<file path="src/rtl/keypad_pkg.sv">
// Shared types and constants for the 4x4 matrix keypad scanner.
package keypad_pkg;

  localparam int unsigned KEY_W     = 4;
  localparam logic [3:0]  COL_IDLE  = 4'b1111;
  localparam logic [3:0]  COL_FIRST = 4'b1110;

  typedef enum logic [1:0] {
    SCAN,
    DEBOUNCE,
    RELEASE
  } state_e;

  // True when exactly one active-low line is asserted.
  function automatic logic single_low(input logic [3:0] v);
    return ($countones(~v) == 1);
  endfunction

  // Index of the (lowest-priority-last) asserted active-low line.
  function automatic logic [1:0] low_index(input logic [3:0] v);
    logic [1:0] idx;
    idx = '0;
    for (int unsigned i = 0; i < 4; i++) begin
      if (!v[i]) idx = 2'(i);
    end
    return idx;
  endfunction

  function automatic logic [3:0] rotate_col(input logic [3:0] col);
    return {col[2:0], col[3]};
  endfunction

endpackage

</file>
<file path="src/rtl/keypad_scanner_scan_tick.sv">
// Free-running divider producing a one-cycle clock-enable each 2^SIZE cycles.
module scan_tick #(
  parameter int unsigned SIZE = 10
) (
  input  logic clk_pi,
  input  logic rst_n_pi,
  output logic tick_po
);

  logic [SIZE-1:0] cnt_q;
  logic [SIZE-1:0] cnt_d;

  always_comb begin
    cnt_d = cnt_q + SIZE'(1);
  end

  always_ff @(posedge clk_pi or negedge rst_n_pi) begin
    if (!rst_n_pi) cnt_q <= '0;
    else           cnt_q <= cnt_d;
  end

  // Pulse during the cycle whose closing edge wraps the counter to zero.
  assign tick_po = (cnt_q == '1);

endmodule

</file>
<file path="src/rtl/keypad_scanner.sv">
// 4x4 keypad column scanner with debounce and valid/ack key handoff.
// Optional KEYPAD_OVERRUN_EN: overwrite pending code and flag overrun_po.
module keypad_scanner
  import keypad_pkg::*;
#(
  parameter int unsigned SCAN_DIV       = 10,
  parameter int unsigned DEBOUNCE_SCANS = 4
) (
  input  logic             clk_pi,
  input  logic             rst_n_pi,
  output logic [3:0]       col_po,
  input  logic [3:0]       row_pi,
  output logic [KEY_W-1:0] key_po,
  output logic             key_valid_po,
  input  logic             key_ack_pi
`ifdef KEYPAD_OVERRUN_EN
  ,
  output logic             overrun_po
`endif
);

  localparam logic [3:0] DB_TARGET = 4'(DEBOUNCE_SCANS);

  logic             tick;
  logic [3:0]       row_meta_q;
  logic [3:0]       rs_q;

  state_e           state_q, state_d;
  logic [3:0]       col_q, col_d;
  logic [3:0]       pat_q, pat_d;
  logic [1:0]       row_idx_q, row_idx_d;
  logic [3:0]       cnt_q, cnt_d;
  logic [KEY_W-1:0] key_q, key_d;
  logic             valid_q, valid_d;
`ifdef KEYPAD_OVERRUN_EN
  logic             overrun_q, overrun_d;
`endif

  logic             load;
  logic [KEY_W-1:0] load_code;
  logic [3:0]       cnt_inc;

  scan_tick #(.SIZE(SCAN_DIV)) u_scan_tick (
    .clk_pi   (clk_pi),
    .rst_n_pi (rst_n_pi),
    .tick_po  (tick)
  );

  always_ff @(posedge clk_pi or negedge rst_n_pi) begin
    if (!rst_n_pi) begin
      row_meta_q <= '1;
      rs_q       <= '1;
    end else begin
      row_meta_q <= row_pi;
      rs_q       <= row_meta_q;
    end
  end

  assign cnt_inc = cnt_q + 4'd1;

  always_comb begin
    state_d   = state_q;
    col_d     = col_q;
    pat_d     = pat_q;
    row_idx_d = row_idx_q;
    cnt_d     = cnt_q;
    load      = 1'b0;
    load_code = '0;

    if (tick) begin
      case (state_q)
        SCAN: begin
          if (col_q == COL_IDLE) begin
            col_d = COL_FIRST;
          end else if (single_low(rs_q)) begin
            pat_d     = rs_q;
            row_idx_d = low_index(rs_q);
            // Single-sample debounce accepts on the detection tick itself.
            if (DB_TARGET == 4'd1) begin
              load      = 1'b1;
              load_code = {low_index(rs_q), low_index(col_q)};
              cnt_d     = '0;
              state_d   = RELEASE;
            end else begin
              cnt_d   = 4'd1;
              state_d = DEBOUNCE;
            end
          end else begin
            col_d = rotate_col(col_q);
          end
        end

        DEBOUNCE: begin
          if (rs_q == pat_q) begin
            if (cnt_inc == DB_TARGET) begin
              load      = 1'b1;
              load_code = {row_idx_q, low_index(col_q)};
              cnt_d     = '0;
              state_d   = RELEASE;
            end else begin
              cnt_d = cnt_inc;
            end
          end else begin
            cnt_d   = '0;
            state_d = SCAN;
            col_d   = rotate_col(col_q);
          end
        end

        RELEASE: begin
          if (rs_q == 4'b1111) begin
            if (cnt_inc == DB_TARGET) begin
              cnt_d   = '0;
              state_d = SCAN;
              col_d   = rotate_col(col_q);
            end else begin
              cnt_d = cnt_inc;
            end
          end else begin
            cnt_d = '0;
          end
        end

        default: begin
          state_d = SCAN;
          cnt_d   = '0;
        end
      endcase
    end
  end

  always_comb begin
    key_d   = key_q;
    valid_d = valid_q;
`ifdef KEYPAD_OVERRUN_EN
    overrun_d = overrun_q;
`endif

    if (valid_q && key_ack_pi) begin
      valid_d = 1'b0;
`ifdef KEYPAD_OVERRUN_EN
      overrun_d = 1'b0;
`endif
    end

    // A load coinciding with an ack replaces the consumed code cleanly.
    if (load) begin
      if (!valid_q || key_ack_pi) begin
        key_d   = load_code;
        valid_d = 1'b1;
      end
`ifdef KEYPAD_OVERRUN_EN
      else begin
        key_d     = load_code;
        overrun_d = 1'b1;
      end
`endif
    end
  end

  always_ff @(posedge clk_pi or negedge rst_n_pi) begin
    if (!rst_n_pi) begin
      state_q   <= SCAN;
      col_q     <= COL_IDLE;
      pat_q     <= '1;
      row_idx_q <= '0;
      cnt_q     <= '0;
      key_q     <= '0;
      valid_q   <= 1'b0;
`ifdef KEYPAD_OVERRUN_EN
      overrun_q <= 1'b0;
`endif
    end else begin
      state_q   <= state_d;
      col_q     <= col_d;
      pat_q     <= pat_d;
      row_idx_q <= row_idx_d;
      cnt_q     <= cnt_d;
      key_q     <= key_d;
      valid_q   <= valid_d;
`ifdef KEYPAD_OVERRUN_EN
      overrun_q <= overrun_d;
`endif
    end
  end

  assign col_po       = col_q;
  assign key_po       = key_q;
  assign key_valid_po = valid_q;
`ifdef KEYPAD_OVERRUN_EN
  assign overrun_po   = overrun_q;
`endif

endmodule

</file>
<file path="config.mk">
export PLATFORM = sky130hd
export DESIGN_NAME = keypad_scanner
export DESIGN_NICKNAME = d
export VERILOG_FILES = /design/src/rtl/keypad_pkg.sv /design/src/rtl/keypad_scanner_scan_tick.sv /design/src/rtl/keypad_scanner.sv
export SDC_FILE = /design/constraint.sdc
export NUM_CORES = 1
export LEC_CHECK = 0
export BUFFER_PORTS_ARGS = -buffer_cell sky130_fd_sc_hd__buf_2
export CORE_MARGIN = 2
export CORE_UTILIZATION = 58
export DETAILED_ROUTE_END_ITERATION = 6
export PLACE_DENSITY_LB_ADDON = 0.25
export SYNTH_ARGS = -nofsm -noshare
export SYNTH_HDL_FRONTEND = slang
export SYNTH_SLANG_ARGS = --single-unit
export TNS_END_PERCENT = 1
</file>
<file path="constraint.sdc">
create_clock -name clk_pi -period 3.29 [get_ports clk_pi]
set_input_delay 0.658 -clock clk_pi [delete_from_list [all_inputs] [get_ports clk_pi]]
set_output_delay 0.658 -clock clk_pi [all_outputs]
set_load 0.01 [all_outputs]
</file>
* After elaboration in Yosys (flattened, before gate mapping)
Index checks and enable logic that the tools add are counted.
Storage, ports and cells: output and inout bits 9, flip-flop bits (word level) 39
Cells by class: bitwise gates (word level) 2, reduce and logical (&&, ||, !) cells 10, eq/ne operators 15, multiplexer cells 36, add/subtract/negate cells 5
Operators by type and width (count):
- 4-bit two-way mux | 14
- 4-bit case mux with 3 select lines | 2
- 2-bit two-way mux | 10
- 6-bit AND reduction | 2
- 10-bit by 1-bit adder with 10-bit output, second input constant | 1
- 10-bit == test, second input constant | 1
- 2-bit inequality test, second input constant | 5
- 1-bit two-way mux | 9
- 4-bit == test, second input constant | 2
- 3-bit inequality test, second input constant | 2
- 2-bit case mux with 3 select lines | 1
- 1-bit by 1-bit adder with 2-bit output | 2
- 4-bit by 1-bit adder with 4-bit output, second input constant | 1
- 4-bit by 3-bit == test with 1-bit output, second input constant | 1
- 4-bit == test | 1
- 4-bit NOT | 1
- 4-bit AND reduction | 1
- 2-bit by 2-bit adder with 3-bit output | 1
- 3-bit by 1-bit == test with 1-bit output, second input constant | 1
- 3-bit AND reduction | 1
- 3-bit nonzero test | 1
- 2-bit by 1-bit == test with 1-bit output, second input constant | 1
- 2-bit == test, second input constant | 1
- 2-bit zero test | 1
- other kinds (5) | 5

* Logic depth before layout (Yosys ltp)
word-level depth 7, gate-level depth with buffers 10

* Cells and area by module
From an unflattened synthesis, not the netlist that was laid out.
Second synthesis, totals: cell total of the unflattened synthesis 149, area, all modules 1830.5 um2
By module, submodules not included:
- keypad_scanner | cells an instance 113, seq. area each 745.7 um2, times used 1, area each 1406.3 um2
- scan_tick | cells an instance 36, seq. area each 250.2 um2, times used 1, area each 424.2 um2

* Least setup slack after synthesis
Ideal clock, no wire load.
path kind register to register, from register rs_q[3], to register state_q[0], arrival 2386 ps, path slack 779 ps, buffers on the path 0, cell stages (with the launch flop) 10, setup time 125 ps, cells stage by stage dfstp_2 > fa_1 > inv_1 > ha_1 > ha_1 > nor3b_1 > nand2_1 > a21o_1 > a211oi_1 > mux2_2
On the way: word-level cells in the longest chain between the ends 6
Ends and longest elaborated chain:
- start: declaration | line keypad_scanner.sv:26 | logic [3:0] rs_q;
- start signal: assignment | line keypad_scanner.sv:55 | rs_q <= row_meta_q;
- 4-bit NOT | line keypad_pkg.sv:16 | return ($countones(~v) == 1);
- 1-bit by 1-bit adder with 2-bit output (implied by the code) | line keypad_pkg.sv:16
- 2-bit by 2-bit adder with 3-bit output (implied by the code) | line keypad_pkg.sv:16
- 3-bit by 1-bit == test with 1-bit output | line keypad_pkg.sv:16
- 2-bit inequality test (no line)
- 6-bit AND reduction (no line)
- end signal: assignment | line keypad_scanner.sv:174 | state_q <= state_d;
- end: declaration | line keypad_scanner.sv:28 | state_e state_q, state_d;
Parallel ways exist; a longest one is shown, timed or not. A chain may end at the register's enable or synchronous reset.

* Worst setup path after layout
Same ends and word-level chain as after synthesis.

==> impl_results.html <==
<table>
<tr><th>Metric</th><th>Value</th></tr>
<tr><th colspan="2">Status</th></tr>
<tr><td>Run status</td><td>complete, no violations</td></tr>
<tr><th colspan="2">Min path</th></tr>
<tr><td>Beginning of the worst hold path</td><td>row_meta_q[3]</td></tr>
<tr><td>Worst min-delay path endpoint</td><td>rs_q[3]</td></tr>
<tr><td>Type of the worst min-delay path</td><td>flop to flop</td></tr>
<tr><td>Worst hold stages</td><td>0</td></tr>
<tr><th colspan="2">Drt</th></tr>
<tr><td>DRC marker count from the first detailed-route iteration</td><td>49</td></tr>
<tr><td>Wire per inst</td><td>14.13 um</td></tr>
<tr><td>Post-detailed-route DRC marker count</td><td>0</td></tr>
<tr><td>Wire length after detailed routing</td><td>3.109 mm</td></tr>
<tr><td>Number of vias after detailed routing</td><td>about 1200</td></tr>
<tr><td>Drt via density</td><td>5.482</td></tr>
<tr><td>Initial DRT Pass Iterations</td><td>5</td></tr>
<tr><td>Number of routed nets with antenna violations</td><td>0</td></tr>
<tr><th colspan="2">GRT</th></tr>
<tr><td>First-pass GRT wire length</td><td>5.237 mm</td></tr>
<tr><td>Global routing usage summed across all routing layers</td><td>0.1988</td></tr>
<tr><td>Antenna violations before repair</td><td>0</td></tr>
<tr><td>Maximum number of pins on one net before global-route repair</td><td>40</td></tr>
<tr><td>Vias in the first global route</td><td>1165</td></tr>
<tr><td>Total global routing overflow</td><td>0</td></tr>
<tr><th colspan="2">Placement</th></tr>
<tr><td>Final HPWL DP</td><td>2.190 mm</td></tr>
<tr><td>Routability-driven placement congestion ratio</td><td>roughly 0.86</td></tr>
<tr><td>Setup Slack @ Placement</td><td>roughly 520 ps</td></tr>
<tr><td>Area after DPL</td><td>1997 um^2</td></tr>
<tr><td>Port bufs</td><td>15</td></tr>
<tr><th colspan="2">STA</th></tr>
<tr><td>Timing-limited maximum frequency</td><td>0.3519 GHz</td></tr>
<tr><td>Period utilisation layout</td><td>0.8638</td></tr>
<tr><td>Fin crit period</td><td>2842 ps</td></tr>
<tr><td>Worst slew margin</td><td>0.4678</td></tr>
<tr><td>Total count of hold-check failures in the final report</td><td>0</td></tr>
<tr><td>Count of pins over their slew limit</td><td>0</td></tr>
<tr><td>Worst Clk Skew</td><td>about 3.0 ps</td></tr>
<tr><td>Setup slack of the critical path after layout</td><td>448.2 ps</td></tr>
<tr><td>Unrepaired setup endpoints after global routing</td><td>false</td></tr>
<tr><td>Worst Hold Margin</td><td>362.3 ps</td></tr>
<tr><td>Worst Max-Slew Pin Slew</td><td>798.3 ps</td></tr>
<tr><td>Final count of negative-setup-slack endpoints</td><td>0</td></tr>
<tr><td>Post-route setup TNS</td><td>0 ps</td></tr>
<tr><th colspan="2">Flow run</th></tr>
<tr><td>Max cap viols</td><td>0</td></tr>
<tr><th colspan="2">Worst setup path</th></tr>
<tr><td>R2R cell count</td><td>9</td></tr>
<tr><td>Worst R2R Start</td><td>rs_q[3]</td></tr>
<tr><td>Crit Path Class</td><td>flop to flop</td></tr>
<tr><td>Crit path arrival time</td><td>about 3100 ps</td></tr>
<tr><td>Data required time at the worst endpoint</td><td>approximately 3500 ps</td></tr>
<tr><td>Maximum fanout encountered on the critical timing path</td><td>11</td></tr>
<tr><td>End of the worst register-to-register path</td><td>state_q[0]</td></tr>
<tr><td>Flop-to-flop setup slack</td><td>450 ps</td></tr>
<tr><td>Nature of the critical path endpoint</td><td>flop</td></tr>
<tr><td>Type of element launching the critical path</td><td>flop</td></tr>
<tr><th colspan="2">Power</th></tr>
<tr><td>Pwr dens</td><td>409.0 nW/um^2</td></tr>
<tr><td>Leakage Power</td><td>0.9343 nW</td></tr>
<tr><td>Worst voltage drop across the vdd grid</td><td>388.7 uV</td></tr>
<tr><th colspan="2">Floorplanning</th></tr>
<tr><td>Floorplan die area</td><td>3709 um^2</td></tr>
<tr><td>Standard cell core area</td><td>~3100 um^2</td></tr>
<tr><td>Top Ports</td><td>16</td></tr>
<tr><td>Site Rows</td><td>20</td></tr>
<tr><td>Initial standard-cell utilization of the core</td><td>0.6102</td></tr>
<tr><td>Die height</td><td>60.91 um</td></tr>
<tr><td>Floorplan die width</td><td>60.91 um</td></tr>
<tr><th colspan="2">Clock tree</th></tr>
<tr><td>Clock tree from TritonCTS</td><td>yes</td></tr>
<tr><td>TritonCTS Sinks</td><td>39</td></tr>
<tr><td>Clock latency on the worst-skew pair</td><td>340 ps</td></tr>
<tr><td>Number of hold buffers added after cts</td><td>0</td></tr>
<tr><td>Number of buffers created by CTS</td><td>5</td></tr>
<tr><td>Total number of H-tree levels</td><td>2</td></tr>
<tr><td>PostCTS Resize Cnt</td><td>0</td></tr>
<tr><td>Root Buffer Master</td><td>sky130_fd_sc_hd__clkbuf_4</td></tr>
<tr><td>Post-CTS Setup Bufs</td><td>0</td></tr>
<tr><td>Clk buf depth</td><td>2</td></tr>
<tr><td>Clock slew at the register clock pins of the worst setup and hold paths</td><td>110 ps</td></tr>
<tr><th colspan="2">Synthesis</th></tr>
<tr><td>Synth Instances</td><td>154</td></tr>
<tr><td>Yosys cell types</td><td>43</td></tr>
<tr><td>Synthesized flop and latch total</td><td>39</td></tr>
<tr><td>Cell with the most instances after synthesis</td><td>sky130_fd_sc_hd__dfrtp_1</td></tr>
<tr><td>Mapped Avg Cell Area</td><td>12.20 um^2</td></tr>
<tr><td>Share of async-settable or async-resettable flops after synthesis</td><td>1.000</td></tr>
<tr><td>Yosys warning count</td><td>0</td></tr>
<tr><td>Most frequent cells after synthesis</td><td>23 x sky130_fd_sc_hd__dfrtp_1, 16 x sky130_fd_sc_hd__dfstp_2, 12 x sky130_fd_sc_hd__inv_1, 12 x sky130_fd_sc_hd__mux2_2</td></tr>
<tr><td>Synth area leader</td><td>sky130_fd_sc_hd__dfrtp_1</td></tr>
<tr><td>Register area share after synthesis</td><td>0.5303</td></tr>
<tr><td>Largest cells by area after synthesis</td><td>sky130_fd_sc_hd__dfrtp_1 31%, sky130_fd_sc_hd__dfstp_2 22%, sky130_fd_sc_hd__mux2_2 7.2%, sky130_fd_sc_hd__ha_1 6.7%, sky130_fd_sc_hd__inv_1 2.4%</td></tr>
<tr><td>Number of enable-type register cells in the synthesized netlist</td><td>0</td></tr>
<tr><td>Synth Net Count</td><td>between 150 and 200</td></tr>
<tr><td>Netlist Area Pre-Place</td><td>1878 um^2</td></tr>
<tr><td>Area fraction of the dominant cell type after synthesis</td><td>0.3065</td></tr>
<tr><td>Predominant post-synthesis flop cell</td><td>sky130_fd_sc_hd__dfrtp_1</td></tr>
<tr><th colspan="2">Final layout</th></tr>
<tr><td>Area growth, synth to finish</td><td>10.93%</td></tr>
<tr><td>Finished Cell Area</td><td>2083 um^2</td></tr>
<tr><td>Count of antenna diodes in the layout</td><td>0</td></tr>
<tr><td>Ratio of cells with drive above 1 in the final layout</td><td>0.3295</td></tr>
<tr><td>Count of fill cells added during filler insertion</td><td>231</td></tr>
<tr><td>Final #Nets</td><td>around 190</td></tr>
</table>
[flip-flops by register name (all words and copies together), names as in the netlist]
name and cells:
u_scan_tick.cnt_q 10, cnt_q 4, col_po 4, key_po 4
pat_q 4, row_meta_q 4, rs_q 4, row_idx_q 2
state_q 2, key_valid_po 1
[power by group]
part	internal [W]	switching, W	leakage (nW)
clock	0.000180	0.000150	0.0482
combinational	0.0000107	0.0000184	0.413
sequential	0.000489	0.00000506	0.474
total	0.000679	0.000173	0.934
[metal layers]
metal / vias to the layer above / global-route usage / part of all wire
met5: - / 0 / 0
met4: 0 / 0.08696 / 0.027
met3: 9 / 0.06823 / 0.055
met2: 29 / 0.3011 / 0.44
met1: 576 / 0.2612 / 0.47
li1: 592 / - / -
[worst max path at each step]
stage	start	to	slack (ps)	cells past startpoint
after floorplan	rs_q[3]	state_q[0]	780	9
after global placement	rs_q[3]	state_q[0]	610	9
after detailed placement	rs_q[3]	state_q[0]	520	9
after CTS	rs_q[3]	state_q[0]	460	9
after global routing	rs_q[3]	state_q[0]	270	9
final	rs_q[3]	state_q[0]	450	9
[area by class of cell]
class	count	area [um^2]	area share
Clock inverter	2	35.03	0.01682
Inverter	12	45.04	0.02162
Clock buffer	6	51.30	0.02462
Tap cell	44	55.05	0.02643
Multi-Input combinational cell	102	825.8	0.3964
Timing Repair Buffer	15	75.07	0.03604
Sequential cell	39	996.0	0.4781
[logic make-up (layout without fill, tap and decap cells)]
family                     Yosys count  in the layout  share of synthesized area
muxes                               13             13                    0.07728
buffers and inverters               13             35                    0.02998
AOI/OAI and AO/OA                   23             23                    0.09129
DFF                                 39             39                     0.5303
and+or+nand+nor                     45             45                     0.1472
xor gates and xnor gates            10             10                    0.04663
adders and majority gates           11             11                    0.07728
[critical path: stages (launching register included)]
cell	delay [ps]
sky130_fd_sc_hd__dfstp_2	620
sky130_fd_sc_hd__fa_1	430
sky130_fd_sc_hd__inv_1	70
sky130_fd_sc_hd__ha_1	150
sky130_fd_sc_hd__ha_1	230
sky130_fd_sc_hd__nor3b_1	260
sky130_fd_sc_hd__nand2_1	80
sky130_fd_sc_hd__a21o_1	290
sky130_fd_sc_hd__a211oi_1	240
sky130_fd_sc_hd__mux2_2	370
[stage by stage]
stage,total power [W],instances,utilization
CTS,0.0008650,220,0.6768
floorplan,0.0005146,154,-
detailed placement,0.0005312,212,0.6488
finish,0.0008521,220,0.6768
global placement,0.0005297,212,0.6488
global route,0.0008837,220,0.6768
[layout by cell type, fill, tap and decap left out, types with 2 or more instances in the layout]
cell type / netlist / layout
sky130_fd_sc_hd__mux2_2: 12 / 12
sky130_fd_sc_hd__a31oi_1: 2 / 2
sky130_fd_sc_hd__nor2b_1: 3 / 3
sky130_fd_sc_hd__dfrtp_1: 23 / 23
sky130_fd_sc_hd__o31a_1: 2 / 2
sky130_fd_sc_hd__xnor2_1: 5 / 5
sky130_fd_sc_hd__a22o_1: 2 / 2
sky130_fd_sc_hd__nand2b_1: 3 / 3
sky130_fd_sc_hd__nand2_1: 10 / 10
sky130_fd_sc_hd__nand3_1: 7 / 7
sky130_fd_sc_hd__nand4_1: 2 / 2
sky130_fd_sc_hd__xor2_1: 5 / 5
sky130_fd_sc_hd__nor3_1: 2 / 2
sky130_fd_sc_hd__o21ai_0: 6 / 6
sky130_fd_sc_hd__dfstp_2: 16 / 16
sky130_fd_sc_hd__nor3b_1: 3 / 3
sky130_fd_sc_hd__inv_1: 12 / 12
sky130_fd_sc_hd__buf_2: 0 / 15
sky130_fd_sc_hd__and3_1: 2 / 2
sky130_fd_sc_hd__nor2_1: 4 / 4
sky130_fd_sc_hd__ha_1: 10 / 10
sky130_fd_sc_hd__clkbuf_4: 0 / 5
Note: power is estimated with default switching activity, not from simulation.
